File: src/rtl/cls_ctrl_pkg.sv
// Shared types and constants for the classify sequencer.
//   - cls_state_e       : sequencer FSM states
//   - CLS_TIMEOUT_CLASS : class reported when the comparator never answers
//   - DEC_INDEX_BITS    : width of the image sequence number
package cls_ctrl_pkg;

  typedef enum logic [1:0] {
    CLEAR = 2'd0,
    LOAD  = 2'd1,
    WAIT  = 2'd2,
    HOLD  = 2'd3
  } cls_state_e;

  localparam logic [3:0] CLS_TIMEOUT_CLASS = 4'hF;
  localparam int         DEC_INDEX_BITS    = 16;

endpackage

File: src/rtl/cls_wait_timer.sv
// Comparator-response watchdog. Counts cycles while enable is high and
// flags expired on the TIMEOUT_CYC-th enabled cycle, so the owner can leave
// its wait state on that same edge. clear zeroes the count.
// Ports:
//   clk, rst  : clock, synchronous active-high reset
//   clear     : zero the counter
//   enable    : count this cycle
//   expired   : combinational, high on the last allowed enabled cycle
module cls_wait_timer #(
  parameter int TIMEOUT_CYC = 64
) (
  input  logic clk,
  input  logic rst,
  input  logic clear,
  input  logic enable,
  output logic expired
);

  localparam int CNT_W = $clog2(TIMEOUT_CYC + 1);
  localparam logic [CNT_W-1:0] LAST = CNT_W'(TIMEOUT_CYC - 1);

  logic [CNT_W-1:0] cnt_q, cnt_d;

  assign expired = enable && (cnt_q == LAST);

  always_comb begin
    cnt_d = cnt_q;
    if (clear)
      cnt_d = '0;
    else if (enable && !expired)
      cnt_d = cnt_q + 1'b1;
  end

  always_ff @(posedge clk) begin
    if (rst) cnt_q <= '0;
    else     cnt_q <= cnt_d;
  end

endmodule

File: src/rtl/classify_sequencer.sv
// Frames the FC class-score stream into images of NUM_CLASS scores for the
// external argmax comparator, clears the comparator between images, waits
// for its result pulse and presents each decision with an image index.
// Optional feature macro: CLS_TIMEOUT_EN (comparator response watchdog).
// Ports:
//   clk, rst                        : clock, synchronous active-high reset
//   score_valid/ready/data          : upstream score stream
//   cmp_rst/valid_in/data           : to comparator
//   cmp_valid_out, cmp_decision     : from comparator
//   dec_valid/ready/class/index     : downstream decision
//   busy                            : high outside CLEAR
//   err_timeout                     : sticky watchdog flag
module classify_sequencer
  import cls_ctrl_pkg::*;
#(
  parameter int SCORE_BITS  = 12,
  parameter int NUM_CLASS   = 10,
  parameter int TIMEOUT_CYC = 64
) (
  input  logic                      clk,
  input  logic                      rst,
  input  logic                      score_valid,
  output logic                      score_ready,
  input  logic [SCORE_BITS-1:0]     score_data,
  output logic                      cmp_rst,
  output logic                      cmp_valid_in,
  output logic [SCORE_BITS-1:0]     cmp_data,
  input  logic                      cmp_valid_out,
  input  logic [3:0]                cmp_decision,
  output logic                      dec_valid,
  input  logic                      dec_ready,
  output logic [3:0]                dec_class,
  output logic [DEC_INDEX_BITS-1:0] dec_index,
  output logic                      busy,
  output logic                      err_timeout
);

  localparam int CNT_W = $clog2(NUM_CLASS);
  localparam logic [CNT_W-1:0] LAST_SCORE = CNT_W'(NUM_CLASS - 1);

  cls_state_e                state_q, state_d;
  logic [CNT_W-1:0]          score_cnt_q, score_cnt_d;
  logic                      dec_valid_q, dec_valid_d;
  logic [3:0]                dec_class_q, dec_class_d;
  logic [DEC_INDEX_BITS-1:0] dec_index_q, dec_index_d;

`ifdef CLS_TIMEOUT_EN
  logic timeout_hit;
  logic err_timeout_q, err_timeout_d;

  cls_wait_timer #(.TIMEOUT_CYC(TIMEOUT_CYC)) u_wait_timer (
    .clk     (clk),
    .rst     (rst),
    .clear   (state_q == CLEAR),
    .enable  (state_q == WAIT),
    .expired (timeout_hit)
  );

  assign err_timeout = err_timeout_q;
`else
  assign err_timeout = 1'b0;
`endif

  // Stream-side outputs depend on state only (plus the data pass-through),
  // so score_ready never combinationally follows score_valid.
  assign score_ready  = (state_q == LOAD);
  assign cmp_valid_in = (state_q == LOAD) && score_valid;
  assign cmp_data     = (state_q == LOAD) ? score_data : '0;
  assign cmp_rst      = rst || (state_q == CLEAR);
  assign busy         = (state_q != CLEAR);
  assign dec_valid    = dec_valid_q;
  assign dec_class    = dec_class_q;
  assign dec_index    = dec_index_q;

  always_comb begin
    state_d     = state_q;
    score_cnt_d = score_cnt_q;
    dec_valid_d = dec_valid_q;
    dec_class_d = dec_class_q;
    dec_index_d = dec_index_q;
`ifdef CLS_TIMEOUT_EN
    err_timeout_d = err_timeout_q;
`endif
    case (state_q)
      CLEAR: begin
        score_cnt_d = '0;
        state_d     = LOAD;
      end
      LOAD: begin
        if (score_valid) begin
          if (score_cnt_q == LAST_SCORE) begin
            score_cnt_d = '0;
            state_d     = WAIT;
          end else begin
            score_cnt_d = score_cnt_q + 1'b1;
          end
        end
      end
      WAIT: begin
        // A real result wins over a watchdog expiry on the same cycle.
        if (cmp_valid_out) begin
          dec_class_d = cmp_decision;
          dec_valid_d = 1'b1;
          state_d     = HOLD;
        end
`ifdef CLS_TIMEOUT_EN
        else if (timeout_hit) begin
          dec_class_d   = CLS_TIMEOUT_CLASS;
          dec_valid_d   = 1'b1;
          err_timeout_d = 1'b1;
          state_d       = HOLD;
        end
`endif
      end
      HOLD: begin
        if (dec_ready) begin
          dec_valid_d = 1'b0;
          dec_index_d = dec_index_q + 1'b1;
          state_d     = CLEAR;
        end
      end
      default: state_d = CLEAR;
    endcase
  end

  always_ff @(posedge clk) begin
    if (rst) begin
      state_q     <= CLEAR;
      score_cnt_q <= '0;
      dec_valid_q <= 1'b0;
      dec_class_q <= '0;
      dec_index_q <= '0;
`ifdef CLS_TIMEOUT_EN
      err_timeout_q <= 1'b0;
`endif
    end else begin
      state_q     <= state_d;
      score_cnt_q <= score_cnt_d;
      dec_valid_q <= dec_valid_d;
      dec_class_q <= dec_class_d;
      dec_index_q <= dec_index_d;
`ifdef CLS_TIMEOUT_EN
      err_timeout_q <= err_timeout_d;
`endif
    end
  end

endmodule

File: config.mk
export PLATFORM = sky130hd
export DESIGN_NAME = classify_sequencer
export DESIGN_NICKNAME = d
export VERILOG_FILES = /design/src/rtl/cls_ctrl_pkg.sv /design/src/rtl/cls_wait_timer.sv /design/src/rtl/classify_sequencer.sv
export SDC_FILE = /design/constraint.sdc
export NUM_CORES = 1
export LEC_CHECK = 0
export BUFFER_PORTS_ARGS = -buffer_cell sky130_fd_sc_hd__buf_2
export CAP_MARGIN = 40
export CORE_UTILIZATION = 45
export DETAILED_ROUTE_END_ITERATION = 8
export MAX_ROUTING_LAYER = met4
export PLACE_DENSITY = 0.86
export SLEW_MARGIN = 5
export SYNTH_ARGS = -nofsm -noshare
export SYNTH_HDL_FRONTEND = slang
export SYNTH_HIERARCHICAL = 1
export SYNTH_SLANG_ARGS = --single-unit
File: constraint.sdc
create_clock -name clk -period 2.6 [get_ports clk]
set_input_delay 0.26 -clock clk [delete_from_list [all_inputs] [get_ports clk]]
set_output_delay 0.26 -clock clk [all_outputs]
set_load 0.02 [all_outputs]
# Word level (Yosys, flattened, before mapping)
# Index checks and enable logic that the tools add are counted.
totals:
  reg_bits: 27
  inputBits: 21
classes:
  addsub: 2
  eq_ne: 8
  n_mux: 12
  reduce_logical: 11
op_table:
  columns: ["op", "n"]
  rows:
  - ["$add A16 B1 Y16 const B", 1]
  - ["$mux W12", 1]
  - ["$mux W2", 4]
  - ["$mux W4", 2]
  - ["$pmux W2 S4", 1]
  - ["$pmux W4 S2", 1]
  - ["$ne A2 B2 Y1 const B", 3]
  - ["$reduce_and A2 Y1", 3]
  - ["$reduce_bool A2 Y1", 3]
  - ["$add A4 B1 Y4 const B", 1]
  - ["$eq A2 B2 Y1 const B", 2]
  - ["$eq A4 B4 Y1 const B", 1]
  - ["$reduce_and A4 Y1", 1]
  - ["$reduce_and A3 Y1", 1]
  - ["$eq A2 B1 Y1 const B", 1]
  - ["$logic_not A2 Y1", 1]
  - ["$mux W1", 2]
  - ["$ne A2 B1 Y1 const B", 1]
  - ["$pmux W1 S2", 1]
  - ["$logic_and A1 B1 Y1", 1]
  - ["$logic_or A1 B1 Y1", 1]

# Longest topological paths before layout
logic_depth:
  ltp_word: 4
  mapped_depth: 7
  ltp_nobuf: 6

# Least setup slack after synthesis
# Ideal clock, no wire load.
synth_path:
  path_kind: "flip-flop to flip-flop"
  start: "reg state_q[1]"
  end: "reg score_cnt_q[1]"
  arrival_ps: 1616
  required_time_ps: 2514
  path_slack_ps: 898
  path_stages_with_launch: 6
  path_buffers: 0
  synth_period_minus_slack_ps: 1702
  path_cell_list: "dfxtp_1 > inv_1 > ha_1 > mux2_2 > a21o_1 > a211oi_1"
synth_via:
  elab_chain_len: 3
synth_lines:
  columns: ["element", "line_no", "source"]
  rows:
  - ["from (decl)", "classify_sequencer.sv:41", "cls_state_e state_q, state_d;"]
  - ["from (signal assigned)", "classify_sequencer.sv:137", "state_q <= state_d;"]
  - ["$eq A2 B1 Y1 *", null, null]
  - ["net score_ready", "classify_sequencer.sv:23", "output logic score_ready,"]
  - ["$ne A2 B2 Y1 (no line) / $reduce_bool A2 Y1 (equally long branches)", null, null]
  - ["$reduce_and A2 Y1 (no line)", null, null]
  - ["to (signal assigned)", "classify_sequencer.sv:138", "score_cnt_q <= score_cnt_d;"]
  - ["to (decl)", "classify_sequencer.sv:42", "logic [CNT_W-1:0] score_cnt_q, score_cnt_d;"]
# Mark *: on every way through the listed nets, which the timed path passes. The rest lies on a longest branch.
# A chain may end at the register's enable or synchronous reset.

# Worst setup path after layout
layout_path:
  start: "reg state_q[1]"
  end: "out cmp_valid_in"
layout_via:
  elab_chain_len: 2
layout_lines:
  columns: ["element", "line_no", "source"]
  rows:
  - ["$eq A2 B1 Y1", "classify_sequencer.sv:67", "assign cmp_valid_in = (state_q == LOAD) && score_valid;"]
  - ["$logic_and A1 B1 Y1", "classify_sequencer.sv:67", null]
  - ["to (decl)", "classify_sequencer.sv:26", "output logic cmp_valid_in,"]
# No other way between the ends.

==> key figures <==
Status
  • Outcome: finished with violations
  • Failing checks: design-rule violations

Placement
  • Placed instance count: 246
  • Post-place instance area: 1710 µm²
  • PortBufs: 57
  • Post-Place Worst Slack: 0.757 ns
  • HPWL after detailed placement: 2.17 mm
  • GPL Wtd Cong: 0.823

Finish
  • Synth-to-Final Area Change: 23.1%
  • Nets: 249
  • Final Non-Filler Cells: 250
  • # fillers: 251
  • Most common cell after layout, fill and taps aside: buf_2
  • Final core utilization: 0.608
  • Fin area: 1730 µm²
  • # diodes: 0
  • Fraction of layout cells with a size suffix above 1: 0.320
  • Commonest non-fill, non-tap cells in the layout: buf_2, dfxtp_1, nor2_1

STA
  • Final Cycle Share: 0.723
  • Max-slew violations: 0
  • Fin crit period: 1.88 ns
  • Worst hold slack: 0.166 ns
  • Setup TNS: 0 ns
  • Final Skew: 0.00820 ns
  • Max Freq: 532 MHz
  • RSZ-0062 raised after global routing: no
  • Hold Vio Cnt, Final: 0
  • Final setup fails: 0
  • PnR worst setup slack: 0.721 ns

Clock network
  • CTS Hold Bufs: 0
  • Htree depth: 1
  • Clock Tree Buf Depth: 2
  • Post_cts resized: 0
  • TritonCTS clock tree: done
  • Number of buffers created by CTS: 3
  • CTS root buf: clkbuf_4
  • Num Clock Sinks: 27
  • Reg clk slew, reported paths: 0.14 ns
  • Worst-skew pair later-pin latency: 0.33 ns
  • Post-CTS Setup Inserts: 0

Hold path
  • Hold Crit Class: input port to register
  • Hold path cells: 3

Synthesis
  • Ys Warns: 6
  • Number of synthesized register bits: 27
  • Top cell type's share of synthesized area: 0.384
  • Syn_nets: 193
  • Ranking of synthesized cells by area: dfxtp_1, ha_1, and2_1
  • Synth Instances: 164
  • Synth area leader: dfxtp_1
  • Synth unique cells: 33
  • Sequential area share after synthesis: 0.384
  • Synthesized cell area: 1410 µm²
  • Syn Area/Cell: 8.59 µm²

Route
  • Vias: 1283
  • Vias per cell: 5.13
  • DRT Pass-1 Iters: 6
  • Wire per inst: 11.2 µm
  • Routed Antenna Nets: 0
  • Initial drt markers: 45
  • Final WL: 2.80 mm
  • Drt drc: 5

Worst setup path
  • Critical path capture point type: output port
  • CP max FO: 18
  • R2R setup slack: 0.73 ns
  • Critical path type: register to output port
  • Worst r2r path cells: 5
  • Critical Path RT: 2.34 ns
  • Crit path DAT: 1.62 ns
  • CP Launch Type: register

Power and ir drop
  • Lkg Pwr: 0.802 nW
  • Peak supply drop: 0.417 mV
  • Cell area power density: 721 nW/µm²
  • Pwr Total: 1.25 mW

Die
  • Core region area: 2850 µm²
  • Total I/O pin count: 59
  • Die Area: 3360 µm²
  • Initial Util: 0.494
  • Rows: 19
  • Die Span Y: 58.0 µm
  • Die Width: 58.0 µm

GRT
  • Initial antenna violation count: 0
  • Total track usage: 0.172
  • Largest net degree at the start of global routing: 26
  • Vias in the first global route: 1094
  • GRT overflow: 0
  • First-pass GRT wire length: 4.54 mm

Run
  • Max cap viols: 0
cells in the mapped netlist (all sizes together):
cell type / n
xor2: 8
nand3b: 2
nor4: 3
or2: 2
mux2: 1
a21oi: 10
nand3: 11
nand2: 12
clkbuf: 5
buf: 1
and2b: 1
and4: 3
nor2b: 2
xnor2: 7
mux2i: 1
a2111oi: 1
nor3: 4
conb: 1
nor2: 19
o41ai: 1
nand4: 6
or3: 3
a21o: 1
a211oi: 2
ha: 8
o21ai: 3
dfxtp: 27
inv: 6
and2: 13
routing by layer:
layer	track usage	share of wire	vias up	routed length, µm
li1	-	-	670	-
met1	0.222	0.48	588	1360
met2	0.286	0.47	22	1330
met3	0.0201	0.034	3	95
met4	0.0442	0.0068	0	19
met5	-	0	-	0
power by group:
part | leakage, nW | switching (mW) | internal, mW | total (mW)
sequential | 0.218 | 0.0389 | 0.454 | 0.493
combinational | 0.566 | 0.342 | 0.236 | 0.578
clock | 0.0177 | 0.120 | 0.0577 | 0.178
total | 0.802 | 0.501 | 0.749 | 1.25
kinds of logic after synthesis:
group	after synthesis	share of synthesized area
AND/OR/NAND/NOR	81	0.312
AO/OA/AOI/OAI	18	0.0879
adder cells (fa/ha/maj)	8	0.0711
flip-flops	27	0.384
multiplexers	2	0.0151
buffers and inverters	12	0.0346
XOR/XNOR	15	0.0933
other	1	0.00266
flip-flops by register name (all words and copies together) (netlist names):
name         count
dec_index       16
dec_valid        1
dec_class        4
state_q          2
score_cnt_q      4
worst max-delay path, stage by stage (launching register included):
cell and delay [ns]:
dfxtp_1 0.36, inv_1 0.10, ha_1 0.47, and2_1 0.21, buf_2 0.16
cell type report:
cell class | instances | area, µm² | area share
clock inverters | 1 | 5.00 | 0.00289
repair buffers | 57 | 285 | 0.165
clock buffers | 3 | 22.5 | 0.0130
well taps | 31 | 38.8 | 0.0224
inverters | 6 | 22.5 | 0.0130
flip-flops and latches | 27 | 541 | 0.312
multi-input cells | 125 | 820 | 0.473
worst paths after layout:
path / to / startpoint
worst max-delay path: cmp_valid_in / state_q[1]
worst min-delay path: dec_class[2] / cmp_decision[2]
worst min register to register: dec_class[3] / dec_class[3]
worst max register to register: dec_index[15] / state_q[0]
Note: power is estimated with default switching activity, not from simulation.
